File: src/rtl/cgra_input_stream_engine.sv
// cgra_input_stream_engine
//   Fetches NUM_CH strided word streams from memory over an in-order read
//   request/response port. Each stream is buffered in a per-channel FIFO and
//   presented to the CGRA input nodes as a valid/ready stream. Requests are
//   issued round-robin. A channel only issues when its FIFO has space for the
//   word, counting both the words held and the reads still in flight, so a
//   response always has somewhere to land.
//
// Optional build macro: CGRA_STREAM_PERF_EN adds the stall_cnt_o and
//   run_cycles_o performance counters.
//
// Ports:
//   clk_i, rst_ni        clock, asynchronous active-low reset
//   start_i              start pulse, honoured only while idle
//   base_addr_i/size_i/stride_i  per-channel byte base, word count, byte stride
//   busy_o, done_o       busy while not idle; done pulses on the last delivery
//   mem_req_*            registered read request (valid/ready, byte address)
//   mem_rsp_*            in-order read data; ready is tied high
//   data_o/valid_o/ready_i  per-channel output streams

// Per-channel address generator, credit tracking and output FIFO.
module cgra_ise_lane #(
  parameter int DATA_WIDTH = 32,
  parameter int ADDR_WIDTH = 32,
  parameter int SIZE_WIDTH = 16,
  parameter int FIFO_DEPTH = 4
) (
  input  logic                  clk_i,
  input  logic                  rst_ni,
  input  logic                  i_load,
  input  logic [ADDR_WIDTH-1:0] i_base,
  input  logic [SIZE_WIDTH-1:0] i_size,
  input  logic [SIZE_WIDTH-1:0] i_stride,
  input  logic                  i_issue,
  input  logic                  i_push,
  input  logic [DATA_WIDTH-1:0] i_push_data,
  input  logic                  i_ready,
  output logic                  o_valid,
  output logic [DATA_WIDTH-1:0] o_data,
  output logic [ADDR_WIDTH-1:0] o_cur_addr,
  output logic                  o_can_issue,
  output logic                  o_rem_zero,
  output logic                  o_empty
);
  localparam int PW = $clog2(FIFO_DEPTH);
  localparam int CW = PW + 1;

  logic [SIZE_WIDTH-1:0] r_rem, r_stride;
  logic [ADDR_WIDTH-1:0] r_addr;
  logic [CW-1:0]         r_inflight, r_cnt;
  logic [PW-1:0]         r_wr, r_rd;
  logic [DATA_WIDTH-1:0] r_mem [FIFO_DEPTH];
  logic                  w_pop;
  logic [CW:0]           w_used;

  assign o_empty     = (r_cnt == '0);
  assign o_valid     = !o_empty;
  // Gated so the output reads zero out of reset and whenever empty.
  assign o_data      = o_empty ? '0 : r_mem[r_rd];
  assign w_pop       = o_valid && i_ready;
  assign o_cur_addr  = r_addr;
  assign o_rem_zero  = (r_rem == '0);
  assign w_used      = {1'b0, r_cnt} + {1'b0, r_inflight};
  assign o_can_issue = !o_rem_zero && (w_used < (CW+1)'(FIFO_DEPTH));

  always_ff @(posedge clk_i or negedge rst_ni) begin
    if (!rst_ni) begin
      r_rem      <= '0;
      r_stride   <= '0;
      r_addr     <= '0;
      r_inflight <= '0;
      r_cnt      <= '0;
      r_wr       <= '0;
      r_rd       <= '0;
    end else begin
      if (i_load) begin
        r_rem    <= i_size;
        r_addr   <= i_base;
        r_stride <= i_stride;
      end else if (i_issue) begin
        r_rem  <= r_rem - 1'b1;
        r_addr <= r_addr + ADDR_WIDTH'(r_stride);   // wraps modulo 2^ADDR_WIDTH
      end
      if (i_issue && !i_push)      r_inflight <= r_inflight + 1'b1;
      else if (!i_issue && i_push) r_inflight <= r_inflight - 1'b1;
      if (i_push) r_wr <= r_wr + 1'b1;
      if (w_pop)  r_rd <= r_rd + 1'b1;
      if (i_push && !w_pop)      r_cnt <= r_cnt + 1'b1;
      else if (!i_push && w_pop) r_cnt <= r_cnt - 1'b1;
    end
  end

  always_ff @(posedge clk_i) begin
    if (i_push) r_mem[r_wr] <= i_push_data;
  end
endmodule

module cgra_input_stream_engine #(
  parameter int NUM_CH          = 4,
  parameter int DATA_WIDTH      = 32,
  parameter int ADDR_WIDTH      = 32,
  parameter int SIZE_WIDTH      = 16,
  parameter int FIFO_DEPTH      = 4,
  parameter int MAX_OUTSTANDING = 4
) (
  input  logic                         clk_i,
  input  logic                         rst_ni,
  input  logic                         start_i,
  input  logic [NUM_CH*ADDR_WIDTH-1:0] base_addr_i,
  input  logic [NUM_CH*SIZE_WIDTH-1:0] size_i,
  input  logic [NUM_CH*SIZE_WIDTH-1:0] stride_i,
  output logic                         busy_o,
  output logic                         done_o,
  output logic                         mem_req_valid_o,
  input  logic                         mem_req_ready_i,
  output logic [ADDR_WIDTH-1:0]        mem_req_addr_o,
  input  logic                         mem_rsp_valid_i,
  input  logic [DATA_WIDTH-1:0]        mem_rsp_data_i,
  output logic                         mem_rsp_ready_o,
  output logic [NUM_CH*DATA_WIDTH-1:0] data_o,
  output logic [NUM_CH-1:0]            valid_o,
  input  logic [NUM_CH-1:0]            ready_i
`ifdef CGRA_STREAM_PERF_EN
  ,
  output logic [NUM_CH*32-1:0]         stall_cnt_o,
  output logic [31:0]                  run_cycles_o
`endif
);
  localparam int CHW = (NUM_CH > 1) ? $clog2(NUM_CH) : 1;
  localparam int QW  = (MAX_OUTSTANDING > 1) ? $clog2(MAX_OUTSTANDING) : 1;
  localparam int OW  = $clog2(MAX_OUTSTANDING) + 1;

  typedef enum logic [1:0] {S_IDLE, S_RUN, S_DRAIN} state_e;
  typedef struct packed {
    logic                  vld;
    logic [ADDR_WIDTH-1:0] addr;
    logic [CHW-1:0]        ch;
  } req_t;

  state_e         r_state, w_next;
  req_t           r_req;
  logic [CHW-1:0] r_ptr;
  logic [OW-1:0]  r_outst;
  logic [CHW-1:0] r_idq [MAX_OUTSTANDING];   // channel of each in-flight read
  logic [QW-1:0]  r_idq_wr, r_idq_rd;

  logic w_start, w_hs, w_rsp, w_room, w_sel_found, w_all_rem_zero, w_drain_done;
  logic [CHW-1:0] w_sel_ch, w_head;
  logic [NUM_CH-1:0] w_issue, w_push, w_can_issue, w_rem_zero, w_empty, w_elig;
  logic [NUM_CH-1:0][ADDR_WIDTH-1:0] w_cur_addr;

  function automatic logic [QW-1:0] qinc(input logic [QW-1:0] p);
    return (p == QW'(MAX_OUTSTANDING-1)) ? '0 : p + 1'b1;
  endfunction

  assign w_start        = (r_state == S_IDLE) && start_i;
  assign w_hs           = r_req.vld && mem_req_ready_i;
  // Responses with no recorded request (e.g. stragglers after reset) are dropped.
  assign w_rsp          = mem_rsp_valid_i && (r_outst != '0);
  assign w_head         = r_idq[r_idq_rd];
  assign w_room         = r_outst < OW'(MAX_OUTSTANDING);
  assign w_elig         = w_room ? w_can_issue : '0;
  assign w_all_rem_zero = &w_rem_zero;
  assign w_drain_done   = (r_outst == '0) && (&w_empty);

  assign mem_req_valid_o = r_req.vld;
  assign mem_req_addr_o  = r_req.addr;
  assign mem_rsp_ready_o = 1'b1;

  for (genvar c = 0; c < NUM_CH; c++) begin : g_lane
    assign w_issue[c] = w_hs && (r_req.ch == CHW'(c));
    assign w_push[c]  = w_rsp && (w_head == CHW'(c));
    cgra_ise_lane #(
      .DATA_WIDTH(DATA_WIDTH), .ADDR_WIDTH(ADDR_WIDTH),
      .SIZE_WIDTH(SIZE_WIDTH), .FIFO_DEPTH(FIFO_DEPTH)
    ) u_lane (
      .clk_i       (clk_i),
      .rst_ni      (rst_ni),
      .i_load      (w_start),
      .i_base      (base_addr_i[c*ADDR_WIDTH +: ADDR_WIDTH]),
      .i_size      (size_i[c*SIZE_WIDTH +: SIZE_WIDTH]),
      .i_stride    (stride_i[c*SIZE_WIDTH +: SIZE_WIDTH]),
      .i_issue     (w_issue[c]),
      .i_push      (w_push[c]),
      .i_push_data (mem_rsp_data_i),
      .i_ready     (ready_i[c]),
      .o_valid     (valid_o[c]),
      .o_data      (data_o[c*DATA_WIDTH +: DATA_WIDTH]),
      .o_cur_addr  (w_cur_addr[c]),
      .o_can_issue (w_can_issue[c]),
      .o_rem_zero  (w_rem_zero[c]),
      .o_empty     (w_empty[c])
    );
  end

  // First eligible channel at or after the round-robin pointer.
  always_comb begin
    w_sel_found = 1'b0;
    w_sel_ch    = '0;
    for (int i = 0; i < NUM_CH; i++) begin
      automatic int idx = int'(r_ptr) + i;
      if (idx >= NUM_CH) idx = idx - NUM_CH;
      if (!w_sel_found && w_elig[idx]) begin
        w_sel_found = 1'b1;
        w_sel_ch    = CHW'(idx);
      end
    end
  end

  // A new request is only registered while none is pending, so counters seen
  // at selection time already include the previous handshake.
  always_ff @(posedge clk_i or negedge rst_ni) begin
    if (!rst_ni) begin
      r_req    <= '0;
      r_ptr    <= '0;
      r_outst  <= '0;
      r_idq_wr <= '0;
      r_idq_rd <= '0;
    end else begin
      if (w_start)   r_ptr <= '0;
      else if (w_hs) r_ptr <= (r_req.ch == CHW'(NUM_CH-1)) ? '0 : r_req.ch + 1'b1;
      if (w_hs) r_req.vld <= 1'b0;
      else if (r_state == S_RUN && !r_req.vld && w_sel_found)
        r_req <= '{vld: 1'b1, addr: w_cur_addr[w_sel_ch], ch: w_sel_ch};
      if (w_hs)  r_idq_wr <= qinc(r_idq_wr);
      if (w_rsp) r_idq_rd <= qinc(r_idq_rd);
      if (w_hs && !w_rsp)      r_outst <= r_outst + 1'b1;
      else if (!w_hs && w_rsp) r_outst <= r_outst - 1'b1;
    end
  end

  always_ff @(posedge clk_i) begin
    if (w_hs) r_idq[r_idq_wr] <= r_req.ch;
  end

  // FSM: state register / next state / outputs
  always_ff @(posedge clk_i or negedge rst_ni) begin
    if (!rst_ni) r_state <= S_IDLE;
    else         r_state <= w_next;
  end

  always_comb begin
    w_next = r_state;
    unique case (r_state)
      S_IDLE:  if (start_i) w_next = S_RUN;
      S_RUN:   if (w_all_rem_zero && !r_req.vld) w_next = S_DRAIN;
      S_DRAIN: if (w_drain_done) w_next = S_IDLE;
      default: w_next = S_IDLE;
    endcase
  end

  always_comb begin
    busy_o = (r_state != S_IDLE);
    done_o = (r_state == S_DRAIN) && w_drain_done;
  end

`ifdef CGRA_STREAM_PERF_EN
  logic [31:0]             r_run_cycles;
  logic [NUM_CH-1:0][31:0] r_stall;

  always_ff @(posedge clk_i or negedge rst_ni) begin
    if (!rst_ni) begin
      r_run_cycles <= '0;
      r_stall      <= '0;
    end else if (w_start) begin
      r_run_cycles <= '0;
      r_stall      <= '0;
    end else if (busy_o) begin
      if (r_run_cycles != '1) r_run_cycles <= r_run_cycles + 1'b1;
      for (int c = 0; c < NUM_CH; c++)
        if (!valid_o[c] && ready_i[c] && r_stall[c] != '1) r_stall[c] <= r_stall[c] + 1'b1;
    end
  end

  assign run_cycles_o = r_run_cycles;
  assign stall_cnt_o  = r_stall;
`endif
endmodule

File: config.mk
export PLATFORM = sky130hd
export DESIGN_NAME = cgra_input_stream_engine
export DESIGN_NICKNAME = d
export VERILOG_FILES = /design/src/rtl/cgra_input_stream_engine.sv
export SDC_FILE = /design/constraint.sdc
export NUM_CORES = 1
export LEC_CHECK = 0
export ABC_AREA = 1
export CAP_MARGIN = 5
export CORE_ASPECT_RATIO = 1.4
export CORE_MARGIN = 1
export CORE_UTILIZATION = 62
export CTS_CLUSTER_DIAMETER = 80
export CTS_CLUSTER_SIZE = 25
export DETAILED_ROUTE_END_ITERATION = 10
export PLACE_DENSITY = 0.91
export SETUP_SLACK_MARGIN = 0.02
export SLEW_MARGIN = 20
export SYNTH_ARGS = -nofsm -noshare
export SYNTH_HDL_FRONTEND = slang
export SYNTH_HIERARCHICAL = 1
export SYNTH_SLANG_ARGS = --single-unit
File: constraint.sdc
create_clock -name clk_i -period 4.8 [get_ports clk_i]
set_clock_uncertainty 0.1 [all_clocks]
set_input_delay 1.2 -clock clk_i [delete_from_list [all_inputs] [get_ports clk_i]]
set_output_delay 1.2 -clock clk_i [all_outputs]
set_load 0.03 [all_outputs]
==> reports/metrics.cfg, run 1 <==
[status]
status = complete, no violations

[floorplan]
rows = 115
start_util_pct = 62.77
die_x_um = 227.6
die_area_um2 = 72320
core_um2 = 70360
die_y_um = 317.8
ios = 465

[worst_hold_path]
hold_end = g_lane[2].u_lane/r_inflight[2]$_DFFE_PN0P_
holdPathStages = 1
hold_class = flop to flop
min_from = g_lane[2].u_lane/r_inflight[2]$_DFFE_PN0P_

[drt]
wl_per_cell_um = 20.73
drc_errors = 0
wirelength_mm = 129.7
dr.pass1.iters = 7
drtIter0Drc = 3491
via_per_inst = 5.930
num_vias = 37100
antenna_left = 0

[power_and_ir_drop]
peakVddDrop_uv = 596.2
p_per_area_nw_per_um2 = 555.3
p_leak_nw = 21.57

[yosys]
yosysWarnings = 6
synth_ff_type = edfxtp_1
synthCells = 4940
syn_avg_cell_area_um2 = 8.940
synth_top_area_share_pct = 35.36
synth_most_common_cell = nand2_1
synth_common_cells = nand2_1 (1194), nor2_1 (682), edfxtp_1 (520)
syn_nets = 5364
synth.area.top_cells = edfxtp_1 (35%), dfrtp_1 (19%), nand2_1 (10%), nor2_1 (5.8%), nand3_1 (4.5%)
netlist.top_cell.by_area = edfxtp_1
synth.cell_area_um2 = 44160
ys_ff_latch = 862
synth_edf_count = 520
yosysSeqAreaShare_pct = 54.74
async_flop_share_pct = 39.68
synth.distinct_cells = 49

[critical_path]
worstPathRequired_ps = 3500
endpoint_kind = primary output
slowest_delay_ps = 720
worstReg2RegStart = g_lane[3].u_lane/r_rem[0]$_DFFE_PN0P_
r2r-end = mem_req_addr_o[11]$_DFFE_PN0P_
reg2reg_slack_ps = 580
crit_chain = buf_4 > nor2_1 > nor2_1 > o21ai_0 > a21oi_1 > clkdlybuf4s50_1
crit_buf_inv = 2
worstPathArrival_ps = 3280
cp_common_cell = nor2_1
critPathMaxFanout = 47
startpoint = g_lane[1].u_lane/r_rd[0]$_DFFE_PN0P_
crit_type = flop to primary output
r2r_cells = 20
startpoint_type = flop
cp_slowest_cell = clkdlybuf4s50_1
path_delay_family = buffers and inverters

[clocking]
tritoncts = yes
clock_latency_ps = 640
cts-root-buf = clkbuf_16
cts_sinks = 862
htree_levels = 2
ctsHoldBuffers = 0
clock_path_buffers = 3
clkSlewWorstSetupHoldPaths_ps = 100
cts-buffers-inserted = 44

[global_routing]
grt_pass1_wl_mm = 196.1
grt-ovfl-total = 0
grt_usage_pct = 35.69
grt_pass1_vias = 35900
grt_max_degree = 98
antenna_found_initial = 2

[timing]
fmax_ghz = 0.2182
period_needed_ps = 4583
tightest_slew_ps = 1015
maxSlewViolCount = 0
relSlewSlack_pct = 32.10
tns_ps = 0
rsz0062_at_grt = false
worst_slack_ps = 216.9
setup_viol = 0
final-hold-violation-count = 0
finalCritPeriodShare_pct = 95.48

[finish]
drive_gt1_share_pct = 5.604
syn_to_final_growth_pct = 15.33
fin_nets = 5707

[placed_design]
place_congestion = 1.155
numPortBuffers = 463
dp_hpwl_mm = 91.09
place_ws_ps = 680.0

[job]
maxCapViolations = 0

flip-flops by register name, summed over array words and instances (netlist names), 12 cells and up:
register                  cells
g_lane.u_lane/r_mem         512
g_lane.u_lane/r_rem          64
g_lane.u_lane/r_stride       64
g_lane.u_lane/r_cnt          12
g_lane.u_lane/o_cur_addr    128
mem_req_addr_o               32
g_lane.u_lane/r_inflight     12
how the worst max path moves through the flow:
stage	endpoint	slack, ps	cells past startpoint
after floorplan	g_lane[2].u_lane/r_mem[0][0]$_DFFE_PP_	1600	7
after global placement	g_lane[2].u_lane/r_cnt[2]$_DFFE_PN0P_	700	11
after detailed placement	g_lane[2].u_lane/r_cnt[2]$_DFFE_PN0P_	680	11
after CTS	data_o[49]	260	6
after global routing	data_o[34]	110	6
final	data_o[49]	220	6
stage by stage:
step | power [mW] | std cells | instance area (um2) | hold slack (ps) | util [%]
floorplan | 18.15 | 4940 | 44160 | 345.9 | -
global placement | 23.05 | 6173 | 49490 | 359.7 | 70.34
detailed placement | 23.48 | 6173 | 49490 | 366.1 | 70.34
CTS | 27.86 | 6254 | 50920 | 388.8 | 72.36
global route | 29.58 | 6255 | 50930 | 409.3 | 72.38
finish | 28.28 | 6257 | 50940 | 386.5 | 72.39
per-layer routing:
layer	GRT usage (%)	part of all wire, %
met2	60.51	49
met4	22.19	7.2
met3	5.932	8.9
met5	0	0
met1	41.95	35
kinds of logic after synthesis:
kind of cell	synth area share, %
XOR/XNOR	1.844
multiplexers	0.2295
other	0.008491
adder cells (fa/ha/maj)	3.819
buffers and inverters	6.196
AND/OR/NAND/NOR	23.54
flip-flops	54.74
AO/OA/AOI/OAI	9.624
report_power, final:
part	switching, mW	total (mW)	leakage, nW	internal, mW
clock	2.48	4.36	0.681	1.88
combinational	9.79	14.3	11.6	4.53
sequential	0.667	9.60	9.27	8.93
total	12.9	28.3	21.6	15.3
cell type report:
class | count | area (um2)
antenna | 3 | 7.507
clock buffer | 67 | 1240
clock inverter | 14 | 182.7
fill | 4892 | 19430
inverter | 415 | 1579
multi-input combinational | 3429 | 17300
sequential | 862 | 24180
tap | 936 | 1171
timing repair buffer | 531 | 5275
placed cells by master, fill, tap and decap left out, types with 17 or more instances in the layout:
cell and instances:
inv_1 384, dfrtp_1 338, nand2_1 1193, nand3_1 394
clkbuf_16 46, nor3_2 18, o21ai_0 322, xor2_1 26
nand2_2 36, xnor2_1 67, nor2_2 34, nand3b_1 17
ha_1 114, nor3_1 33, a21oi_1 196, buf_4 58
nor2_1 678, a22oi_1 125, clkdlybuf4s50_1 462, clkbuf_1 20
o211ai_1 29, inv_2 23, edfxtp_1 520, nand4_1 20
o21ai_1 25
what timing repair did:
item                       4_1_cts  5_1_grt
setup endpoints to repair        0       25
setup buffers                    0        0
resized for setup                0        3
(Power assumes the default switching activity.)
==> run 2: changes to the inputs <==
--- a/config.mk
+++ b/config.mk
@@ -15,7 +15,7 @@
 export DETAILED_ROUTE_END_ITERATION = 10
 export PLACE_DENSITY = 0.91
 export SETUP_SLACK_MARGIN = 0.02
-export SLEW_MARGIN = 20
+export SLEW_MARGIN = 15
 export SYNTH_ARGS = -nofsm -noshare
 export SYNTH_HDL_FRONTEND = slang
 export SYNTH_HIERARCHICAL = 1
==> run 2 against run 1 <==
Compared with the run above:
- die area unchanged
- worst setup slack worse by 4.7 ps
- highest routed layer unchanged
- critical path depth unchanged
- sequential power about the same
- global-route usage unchanged
- critical path type unchanged
- worst hold slack about the same
- register-to-register slack worse by 30 ps
==> reports/metrics.cfg, run 2 (synthesized netlist as in run 1, its figures left out) <==
[floorplan]
die_y_um = 317.8  ; unchanged
ios = 465  ; unchanged
die_x_um = 227.6  ; unchanged
core_um2 = 70360  ; unchanged
start_util_pct = 62.77  ; unchanged
rows = 115  ; unchanged
die_area_um2 = 72320  ; unchanged

[worst_hold_path]
hold_end = g_lane[2].u_lane/r_inflight[2]$_DFFE_PN0P_
holdPathStages = 1  ; unchanged
hold_class = flop to flop
min_from = g_lane[2].u_lane/r_inflight[2]$_DFFE_PN0P_

[global_routing]
grt_pass1_vias = 35900  ; unchanged
grt_pass1_wl_mm = 196.1  ; unchanged
grt_max_degree = 98  ; unchanged
grt_usage_pct = 35.69  ; unchanged
grt-ovfl-total = 0  ; unchanged
antenna_found_initial = 2  ; unchanged

[drt]
via_per_inst = 5.941  ; +0.19%
wirelength_mm = 129.5  ; -0.16%
drtIter0Drc = 3498  ; +0.20%
num_vias = 37170  ; +0.19%
drc_errors = 0  ; unchanged
antenna_left = 0  ; unchanged
wl_per_cell_um = 20.69  ; -0.16%
dr.pass1.iters = 7  ; unchanged

[critical_path]
worstPathArrival_ps = 3290  ; about the same
worstReg2RegStart = g_lane[3].u_lane/r_rem[0]$_DFFE_PN0P_
startpoint = g_lane[1].u_lane/r_rd[0]$_DFFE_PN0P_
reg2reg_slack_ps = 550  ; -30 ps
cp_common_cell = nor2_1
crit_chain = buf_4 > nor2_1 > nor2_1 > o21ai_0 > a21oi_1 > clkdlybuf4s50_1
endpoint_kind = primary output
startpoint_type = flop
critPathMaxFanout = 47  ; unchanged
crit_type = flop to primary output
r2r-end = mem_req_addr_o[11]$_DFFE_PN0P_
crit_buf_inv = 2  ; unchanged
path_delay_family = buffers and inverters
r2r_cells = 20  ; unchanged
cp_slowest_cell = clkdlybuf4s50_1
worstPathRequired_ps = 3500  ; about the same
slowest_delay_ps = 720  ; about the same

[clocking]
tritoncts = yes
clock_latency_ps = 640  ; about the same
post_cts_buffers = 0  ; unchanged
postCtsResizedCells = 0  ; unchanged
cts-buffers-inserted = 44  ; unchanged
ctsHoldBuffers = 0  ; unchanged
cts_sinks = 862  ; unchanged
htree_levels = 2  ; unchanged
cts-root-buf = clkbuf_16
clock_path_buffers = 3  ; unchanged
clkSlewWorstSetupHoldPaths_ps = 100  ; about the same

[timing]
tightest_slew_ps = 1218  ; +202.5 ps
rsz0062_at_grt = false
fmax_ghz = 0.2180  ; -0.10%
finalCritPeriodShare_pct = 95.58  ; +0.098 points
tns_ps = 0  ; unchanged
final-hold-violation-count = 0  ; unchanged
worst_slack_ps = 212.2  ; -4.720 ps
maxSlewViolCount = 0  ; unchanged
relSlewSlack_pct = 18.73  ; -13 points
setup_viol = 0  ; unchanged
period_needed_ps = 4588  ; +4.720 ps

[placed_design]
place_congestion = 1.155  ; unchanged
place_ws_ps = 680.0  ; unchanged
placedInstanceArea_um2 = 49490  ; unchanged
dp_hpwl_mm = 91.09  ; unchanged
place_inst = 6173  ; unchanged
numPortBuffers = 463  ; unchanged

[finish]
finish.instance_area_um2 = 50920  ; about the same
nFillCells = 4897  ; +0.10%
fin_nets = 5707  ; unchanged
drive_gt1_share_pct = 5.547  ; -0.056 points
layout_commonest_cell = nand2_1
syn_to_final_growth_pct = 15.31  ; about the same
layout.cells.non_filler = 6257  ; unchanged
largest_reg_flops = 512  ; unchanged
top_register = g_lane.u_lane/r_mem
final_cell_mix = nand2_1 (1193), nor2_1 (678), edfxtp_1 (520), clkdlybuf4s50_1 (462), nand3_1 (394)

[status]
status = complete, no violations

[power_and_ir_drop]
p_leak_nw = 21.59  ; about the same
p_per_area_nw_per_um2 = 555.2  ; about the same
power_mw = 28.27  ; about the same
peakVddDrop_uv = 595.7  ; about the same

[job]
maxCapViolations = 0  ; unchanged

## run 2: area by class of cell
cell class                      instances  area [um2]  share of cell area (%)
Tap cell                              936        1171                   2.300
Clock buffer                           67        1240                   2.435
Clock inverter                         14       182.7                  0.3587
Antenna cell                            3       7.507                 0.01474
Multi-Input combinational cell       3429       17300                   33.98
Inverter                              415        1568                   3.079
Timing Repair Buffer                  531        5275                   10.36
Sequential cell                       862       24180                   47.48
## run 2: per-layer routing
layer,global-route usage [%],vias up,wire (um)
met4,22.19,0,9135
li1,-,17130,-
met5,0,-,0
met3,5.932,398,11570
met1,41.95,17570,45050
met2,60.51,2075,63730
## run 2: how the worst max path moves through the flow
stage / cells past startpoint / slack (ps) / to
after CTS: 6 / 260 / data_o[49]
final: 6 / 210 / data_o[49]
after global placement: 11 / 700 / g_lane[2].u_lane/r_cnt[2]$_DFFE_PN0P_
after floorplan: 7 / 1600 / g_lane[2].u_lane/r_mem[0][0]$_DFFE_PP_
after global routing: 6 / 110 / data_o[34]
after detailed placement: 11 / 680 / g_lane[2].u_lane/r_cnt[2]$_DFFE_PN0P_
## run 2: worst reg2reg max path, cell delays in order, from the launching register on
cell     delay [ps]
dfrtp_1         370
inv_1           190
ha_1            210
inv_1            50
nor4_1          280
nor4b_1         700
buf_4           240
nor2_1           50
nand3_1         120
nand3_1          90
nand2_1         100
nand2_1          70
nor2_2          100
nand2_1         100
nand2_2         120
nand2_2         190
buf_4           250
nand2_1          70
nand3_1         370
nand3_1         290
nand2_1          70
## run 2: power by group
group | total [mW] | switching (mW) | internal, mW
combinational | 14.3 | 9.78 | 4.54
sequential | 9.59 | 0.660 | 8.93
clock | 4.36 | 2.48 | 1.88
total | 28.3 | 12.9 | 15.3
## run 2: metrics by stage
stage / utilization (%) / hold slack, ps
after floorplan: - / 345.9
after global placement: 70.34 / 359.7
after detailed placement: 70.34 / 366.1
after CTS: 72.36 / 388.8
after global routing: 72.37 / 409.3
final: 72.37 / 386.1
